===== config.mk =====
export PLATFORM = sky130hd
export DESIGN_NAME = vga_fb_pixel_writer
export DESIGN_NICKNAME = d
export VERILOG_FILES = /design/src/rtl/vga_fb_pixel_writer.sv
export SDC_FILE = /design/constraint.sdc
export NUM_CORES = 1
export LEC_CHECK = 0
export BUFFER_PORTS_ARGS = -buffer_cell sky130_fd_sc_hd__clkbuf_2
export CORE_ASPECT_RATIO = 0.7
export CORE_MARGIN = 2
export CORE_UTILIZATION = 55
export DETAILED_ROUTE_END_ITERATION = 6
export PLACE_DENSITY = 0.82
export SLEW_MARGIN = 20
export SYNTH_ARGS = -nofsm -noshare
export SYNTH_HDL_FRONTEND = slang
export SYNTH_SLANG_ARGS = --single-unit

===== constraint.sdc =====
create_clock -name clk -period 5.2 [get_ports clk]
set_input_delay 0.52 -clock clk [delete_from_list [all_inputs] [get_ports clk]]
set_output_delay 0.52 -clock clk [all_outputs]
set_load 0.01 [all_outputs]

===== src/rtl/vga_fb_pixel_writer.sv =====
// vga_fb_pixel_writer
// AXI write-side framebuffer feeder. Accepts (x,y,colour) pixel writes over
// valid/ready and issues one single-beat AXI write per pixel at
// y*H_VISIBLE + x. A frame clear fills every visible address with a latched
// colour, waits for all write responses, then pulses clear_done.
//
// Optional build macro VGA_FB_PIXEL_WRITER_CLIP_EN: pixels outside the
// visible area are still handshaked but produce no AXI write. Without it the
// address is computed as-is and may alias into other rows or wrap.
module vga_fb_pixel_writer #(
    parameter int PIXEL_BITS     = 12,
    parameter int H_VISIBLE      = 640,
    parameter int V_VISIBLE      = 480,
    parameter int AXI_ADDR_WIDTH = 20,
    parameter int AXI_DATA_WIDTH = 16,
    parameter int OUT_WIDTH      = 3
) (
    input  logic                          clk,
    input  logic                          reset,

    input  logic                          in_valid,
    output logic                          in_ready,
    input  logic [$clog2(H_VISIBLE):0]    in_x,
    input  logic [$clog2(V_VISIBLE):0]    in_y,
    input  logic [PIXEL_BITS-1:0]         in_color,

    input  logic                          clear_start,
    input  logic [PIXEL_BITS-1:0]         clear_color,
    output logic                          busy,
    output logic                          clear_done,
    output logic                          err,

    output logic [AXI_ADDR_WIDTH-1:0]     axi_awaddr,
    output logic                          axi_awvalid,
    input  logic                          axi_awready,
    output logic [AXI_DATA_WIDTH-1:0]     axi_wdata,
    output logic [AXI_DATA_WIDTH/8-1:0]   axi_wstrb,
    output logic                          axi_wvalid,
    input  logic                          axi_wready,
    input  logic [1:0]                    axi_bresp,
    input  logic                          axi_bvalid,
    output logic                          axi_bready
);

    localparam int N_PIX = H_VISIBLE * V_VISIBLE;
    localparam int CLR_W = $clog2(N_PIX);
    localparam logic [CLR_W-1:0]     CLR_LAST = CLR_W'(N_PIX - 1);
    localparam logic [OUT_WIDTH-1:0] OUT_MAX  = '1;

    typedef enum logic [1:0] {
        ST_PIXEL,
        ST_CLEAR,
        ST_DRAIN
    } state_t;

    state_t                      r_state;
    logic [CLR_W-1:0]            r_clear_addr;
    logic [PIXEL_BITS-1:0]       r_clear_color;
    logic                        r_busy;
    logic                        r_clear_done;
    logic                        r_err;
    logic [OUT_WIDTH-1:0]        r_outstanding;
    logic [AXI_ADDR_WIDTH-1:0]   r_awaddr;
    logic                        r_awvalid;
    logic [AXI_DATA_WIDTH-1:0]   r_wdata;
    logic                        r_wvalid;

    logic                        w_slot_free;
    logic                        w_in_ready;
    logic                        w_in_bounds;
    logic                        w_pix_issue;
    logic                        w_clr_issue;
    logic                        w_issue;
    logic                        w_resp;
    logic [AXI_ADDR_WIDTH-1:0]   w_pix_addr;
    logic [AXI_ADDR_WIDTH-1:0]   w_issue_addr;
    logic [AXI_DATA_WIDTH-1:0]   w_issue_data;

    // A new beat may be loaded only when both channel registers are empty or
    // emptying this cycle, and the response tracker has room.
    assign w_slot_free = (!r_awvalid || axi_awready) && (!r_wvalid || axi_wready)
                         && (r_outstanding < OUT_MAX);

    // clear_start has priority over a pixel presented in the same cycle.
    assign w_in_ready  = (r_state == ST_PIXEL) && w_slot_free && !clear_start;

    // Row-major address; the 32-bit product wraps into the AXI address width.
    assign w_pix_addr  = AXI_ADDR_WIDTH'(32'(in_y) * 32'(H_VISIBLE) + 32'(in_x));

`ifdef VGA_FB_PIXEL_WRITER_CLIP_EN
    assign w_in_bounds = (32'(in_x) < 32'(H_VISIBLE)) && (32'(in_y) < 32'(V_VISIBLE));
`else
    assign w_in_bounds = 1'b1;
`endif

    // An out-of-bounds pixel (clip build only) is consumed without a beat.
    assign w_pix_issue = in_valid && w_in_ready && w_in_bounds;
    assign w_clr_issue = (r_state == ST_CLEAR) && w_slot_free;
    assign w_issue     = w_pix_issue || w_clr_issue;
    assign w_resp      = axi_bvalid;

    // Select address/data for the beat being loaded: clear sweep or pixel.
    always_comb begin
        // NOTE: defaults first so every path assigns both outputs; no latch.
        w_issue_addr = w_pix_addr;
        w_issue_data = AXI_DATA_WIDTH'(in_color);
        if (r_state == ST_CLEAR) begin
            w_issue_addr = AXI_ADDR_WIDTH'(r_clear_addr);
            w_issue_data = AXI_DATA_WIDTH'(r_clear_color);
        end
    end

    // AW and W holding registers; each valid drops on its own handshake.
    always_ff @(posedge clk) begin
        if (reset) begin
            r_awvalid <= 1'b0;
            r_wvalid  <= 1'b0;
        end else if (w_issue) begin
            r_awvalid <= 1'b1;
            r_wvalid  <= 1'b1;
        end else begin
            if (axi_awready) r_awvalid <= 1'b0;
            if (axi_wready)  r_wvalid  <= 1'b0;
        end
    end

    // Address/data payload; only meaningful while the matching valid is high.
    always_ff @(posedge clk) begin
        // NOTE: payload registers are qualified by the valids, so they need no reset.
        if (w_issue) begin
            r_awaddr <= w_issue_addr;
            r_wdata  <= w_issue_data;
        end
    end

    // Outstanding-write count and sticky error flag from the B channel.
    always_ff @(posedge clk) begin
        if (reset) begin
            r_outstanding <= '0;
            r_err         <= 1'b0;
        end else begin
            case ({w_issue, w_resp})
                2'b10:   r_outstanding <= r_outstanding + 1'b1;
                2'b01:   r_outstanding <= r_outstanding - 1'b1;
                default: r_outstanding <= r_outstanding;
            endcase
            if (axi_bvalid && (axi_bresp != 2'b00)) r_err <= 1'b1;
        end
    end

    // Mode FSM: pixel streaming, clear sweep, drain of clear responses.
    always_ff @(posedge clk) begin
        if (reset) begin
            r_state       <= ST_PIXEL;
            r_clear_addr  <= '0;
            r_clear_color <= '0;
            r_busy        <= 1'b0;
            r_clear_done  <= 1'b0;
        end else begin
            r_clear_done <= 1'b0;
            case (r_state)
                ST_PIXEL: begin
                    if (clear_start) begin
                        r_state       <= ST_CLEAR;
                        r_clear_addr  <= '0;
                        r_clear_color <= clear_color;
                        r_busy        <= 1'b1;
                    end
                end
                ST_CLEAR: begin
                    if (w_clr_issue) begin
                        if (r_clear_addr == CLR_LAST) begin
                            r_state <= ST_DRAIN;
                        end else begin
                            r_clear_addr <= r_clear_addr + 1'b1;
                        end
                    end
                end
                ST_DRAIN: begin
                    if (r_outstanding == '0) begin
                        r_state      <= ST_PIXEL;
                        r_busy       <= 1'b0;
                        r_clear_done <= 1'b1;
                    end
                end
                default: begin
                    r_state <= ST_PIXEL;
                    r_busy  <= 1'b0;
                end
            endcase
        end
    end

    assign in_ready    = w_in_ready;
    assign busy        = r_busy;
    assign clear_done  = r_clear_done;
    assign err         = r_err;
    assign axi_awaddr  = r_awaddr;
    assign axi_awvalid = r_awvalid;
    assign axi_wdata   = r_wdata;
    assign axi_wstrb   = '1;
    assign axi_wvalid  = r_wvalid;
    assign axi_bready  = 1'b1;

endmodule

After elaboration in Yosys (flattened, before gate mapping)
Cells that the tools add are included.
Operators by class
  $add $sub $neg: 4
  multiply operators: 1
  div/mod/pow operators: 0
  $lt $le $gt $ge: 1
  eq/ne operators: 10
  shifts and indexed selects: 0
  muxes and demuxes: 20
  bitwise logic cells: 2
  reductions and logical operators: 25
Operators with widths (number)
  $mux W19: 4
  $pmux W19 S2: 1
  $add A20 B11 Y20: 1
  $add A19 B1 Y19 const B: 1
  $eq A19 B19 Y1 const B: 1
  $mul A10 B3 Y13 const B: 1
  $mux W12: 1
  $reduce_bool A2 Y1: 5
  $mux W2: 4
  $ne A2 B2 Y1 const B: 4
  $reduce_and A4 Y1: 2
  $logic_and A1 B1 Y1: 7
  $mux W1: 7
  $pmux W2 S3: 1
  $pmux W3 S2: 1
  $eq A2 B1 Y1 const B: 2
  $eq A2 B2 Y1 const B: 2
  $add A3 B1 Y3 const B: 1
  $logic_not A1 Y1: 3
  $logic_not A3 Y1: 1
  $logic_or A1 B1 Y1: 3
  $lt A3 B3 Y1 const B: 1
  $pmux W1 S3: 1
  $reduce_and A3 Y1: 1
  6 further kinds: 7
Storage, ports and cells
  bits in registers: 77
  bits in latches: 0
  memory bits (writable): 0
  ROM bits: 0
  input bits: 54
  output and inout port bits: 45
  logic and storage cells: 75
  memories: 0

Depth between registers and ports, before layout
  depth after elaboration: 10
  mapped depth: 9
  mapped depth without buffers: 9

Least setup slack after synthesis
Ideal clock, no wire load.
  kind: input port to flip-flop
  from: input in_y[1]
  to: register r_awaddr[18] (netlist: axi_awaddr[18]), data pin
  arrival time: 3.064 ns
  data required time: 4.936 ns
  slack: 1.872 ns
  stages on the path: 9
  cells stage by stage: ha_1 ha_1 fa_1 or2b_2 or4b_4 a2111oi_2 nand4b_1 xnor2_1 o21ai_1
On the way
  cells in the longest elaborated chain, start to end: 3
Ends and longest elaborated chain
  from (decl): RTL line 24  | input logic [$clog2(V_VISIBLE):0] in_y,
  $mul A10 B3 Y13: RTL line 88  | assign w_pix_addr = AXI_ADDR_WIDTH'(32'(in_y) * 32'(H_VISIBLE) + 32'(in_x));
  $add A20 B11 Y20: RTL line 88
  $mux W19: RTL line 107  | if (r_state == ST_CLEAR) begin
  net w_issue_addr[18]: RTL line 76  | logic [AXI_ADDR_WIDTH-1:0] w_issue_addr;
  to (signal assigned): RTL line 131  | r_awaddr <= w_issue_addr;
  to (decl): RTL line 63  | logic [AXI_ADDR_WIDTH-1:0] r_awaddr;
The timed path passes the listed nets, and every way through them passes these cells.
A chain may end at the register's enable or synchronous reset.

Final worst setup path
Ends and elaborated chain as after synthesis.

==> impl_metrics.toml <==
[worst_setup_path]
ff2ff_setup_slack_ns = 2.37
critPathLaunchType = "primary input"
arrival_ns = 3.34
critPathMaxFanout = 5
crit_type = "in -> reg"
rr_worst_depth = 5
setup.worst_path.end_class = "register"
cp.required_ns = 5.29
reg2reg_to = "r_clear_addr[16]"
r2r-start = "r_state[0]"

[place]
io_buffer_count = 91
dpl.hpwl_um = 6620
gp_congestion = 0.8943
dp_cells = 612

[clock_tree]
cts_buffers = 9
clk_pin_slew_ns = 0.08
cts_tree = "built"
clk-insertion-delay-late_ns = 0.35
ctsHtreeMaxLevel = 3
cts.sinks = 73
ctsHoldBuffers = 0
cts-root-buf = "clkbuf_8"
clock_path_buffers = 2
postCtsSetupBuffers = 0
cts_resized = 0

[finish]
diodes = 0
syn_to_final_growth_pct = 17.54
layout-drive-gt1-share_pct = 23.78
nFillCells = 564
layout.nets = 608
fin_cells = 628

[sta]
worstMarginPinSlew_ns = 1.077
hold_violations = 0
period_share_pct = 62.48
setup_tns_ns = 0
setup_viol = 0
slew_violations = 0
rsz0062_at_grt = "no"
fmax_ghz = 0.3078
relSlewSlack_pct = 27.99
skew_ns = 0.006424
timing.final.crit_period_ns = 3.249

[die]
die_area_sq_mm = 0.007972
num_rows = 25
die-height_um = 75.31
initial_core_util_pct = 58.05
core-area_sq_mm = 0.006882
ioPinCount = 99
chipWidth_um = 105.9

[grt]
grt_pass1_vias = 3215
overflow = 0
antenna_found_initial = 0
grt_pass1_wl_um = 14890
grt_use_total_pct = 23.92
grt_max_degree = 32

[drt]
drt_first_iter_violations = 183
num_vias = 3449
drc = 0
wl_per_cell_um = 14.47
wl_um = 9087
drtPass1Iterations = 5
ant_nets = 0
vias_per_cell = 5.492

[logic_synthesis]
synth_edf_count = 32
synthArstFlopShare_pct = 0
netlist_instances = 443
synth_top_area_share_pct = 24.05
synthesis.area_sq_mm = 0.003995
ys_types = 61
synthTopCellsByArea = "edfxtp_1, dfxtp_1, nand2_1, ha_1, a21oi_1"
synth-seq-cells = 73
synth_ff_type = "dfxtp_1"
syn_avg_cell_area_sq_um = 9.018
ys_seq_area_share_pct = 44.60
synth_area_leader_cell = "edfxtp_1"
yosysWarnings = 0

[worst_hold_path]
hold_path_class = "in -> reg"
whs_endpoint = "r_clear_color[9]"
holdCritStartpoint = "clear_color[9]"
worstHoldPathCells = 3

[outcome]
status = "complete, no violations"

[power_and_ir_drop]
leakagePower_nw = 1.973
power_density_mw_per_mm2 = 318.8
vdd_ir_drop_max_mv = 0.2451

[run]
drv_cap = 0
[layout by cell type, fill, tap and decap left out, types with 2 or more instances in the layout]
cell,netlist,layout
inv_1,16,16
bufinv_16,0,2
nor2_1,29,29
ha_1,22,22
nand3_1,10,10
nor3_1,4,4
a211oi_2,2,2
a21o_1,4,4
clkbuf_2,0,91
nand2_1,100,100
or2b_2,2,2
o21ai_1,7,7
clkbuf_8,1,9
a211oi_1,11,11
nand4_1,4,4
a21oi_1,38,38
clkinvlp_4,0,2
nand4b_1,2,2
xor2_1,7,7
clkinv_2,0,2
conb_1,2,7
buf_4,7,2
dfxtp_1,41,41
o211ai_1,2,2
or3_1,7,7
inv_2,2,2
edfxtp_1,32,32
o21ai_0,12,12
nor4_1,3,3
a2111oi_0,2,2
nand2b_1,4,4
xnor2_1,20,20
fa_1,3,3
or2_2,2,2
and3_2,2,2
and3_1,2,2
[where the power goes]
group / internal [mW] / leakage, nW / switching (mW) / total, mW
clock: 0.270 / 0.106 / 0.214 / 0.484
sequential: 0.660 / 0.645 / 0.0229 / 0.683
combinational: 0.132 / 1.22 / 0.198 / 0.330
total: 1.06 / 1.97 / 0.435 / 1.50
[metal layers]
layer	track usage [%]	share of wire [%]	vias to the layer above
met5	0	0	-
met4	6.140	0.98	0
met3	6.074	6.2	13
met2	39.86	47	118
met1	32.07	46	1601
li1	-	-	1717
[how the worst max path moves through the flow]
stage	from	to	slack, ns	depth (start not counted)
final	in_y[1]	axi_awaddr[18]	1.95	10
after floorplan	in_y[1]	axi_awaddr[18]	1.87	9
after global placement	in_y[1]	axi_awaddr[18]	1.68	10
after global routing	in_y[1]	axi_awaddr[18]	1.84	10
after CTS	in_y[1]	axi_awaddr[18]	1.96	10
after detailed placement	in_y[1]	axi_awaddr[18]	1.56	10
[sequential cells by signal (all words and copies together), names as in the netlist]
name	count
axi_wdata	12
r_outstanding	3
busy	1
r_clear_addr	19
r_clear_color	12
err	1
axi_awaddr	20
clear_done	1
r_state	2
axi_awvalid	1
axi_wvalid	1
[cells in the mapped netlist (all sizes together), types with 2 or more instances]
| cell type | n |
|---|---|
| ha | 22 |
| or2 | 2 |
| or3 | 7 |
| or2b | 2 |
| nand3 | 10 |
| clkbuf | 13 |
| conb | 2 |
| dfxtp | 41 |
| edfxtp | 32 |
| and3 | 4 |
| a2111oi | 3 |
| o211ai | 2 |
| a211oi | 13 |
| a21o | 5 |
| inv | 18 |
| nand2b | 4 |
| a21oi | 38 |
| nor2 | 30 |
| xor2 | 8 |
| nand4b | 2 |
| nor3 | 4 |
| nand4 | 4 |
| fa | 3 |
| xnor2 | 20 |
| nand2 | 100 |
| buf | 10 |
| nor4 | 3 |
| a21boi | 2 |
| o21ai | 19 |
[worst max-delay path: stages]
cell and delay [ns]:
clkbuf_2 0.11, ha_1 0.30, ha_1 0.25, fa_1 0.59, or2b_2 0.31, or4b_4 0.51, a2111oi_2 0.36, nand4b_1 0.16
xnor2_1 0.16, o21ai_1 0.07
[layout make-up]
cell class / instances / area (sq um) / share of cell area [%]
tap: 94 / 117.6 / 2.505
clock buffer: 9 / 123.9 / 2.638
multi-input combinational: 334 / 2041 / 43.46
timing repair buffer: 93 / 470.5 / 10.02
sequential: 73 / 1782 / 37.94
clock inverter: 7 / 93.84 / 1.998
inverter: 18 / 67.56 / 1.439
[through the flow]
stage	setup WS, ns	hold WS (ns)	utilization (%)	cell area, sq um	power [mW]
after global routing	1.841	0.3922	68.24	4696	1.573
after global placement	1.684	0.4349	65.07	4478	1.010
after detailed placement	1.560	0.4399	65.07	4478	1.023
final	1.951	0.3953	68.24	4696	1.497
after CTS	1.959	0.3807	68.24	4696	1.507
after floorplan	1.872	0.4366	-	4014	0.9197
[logic make-up (layout without fill, tap and decap cells)]
group           count (synthesis)  count (layout)  share of synthesized area, %
flops                          73              73                         44.60
simple gates                  179             179                         20.36
other cells                     2               7                        0.1880
compound gates                 94              94                         15.06
fa+ha+maj                      25              25                         8.393
xor+xnor                       28              28                         6.327
mux                             1               1                        0.2818
buf+inv                        41             127                         4.792
(Power assumes the default switching activity.)
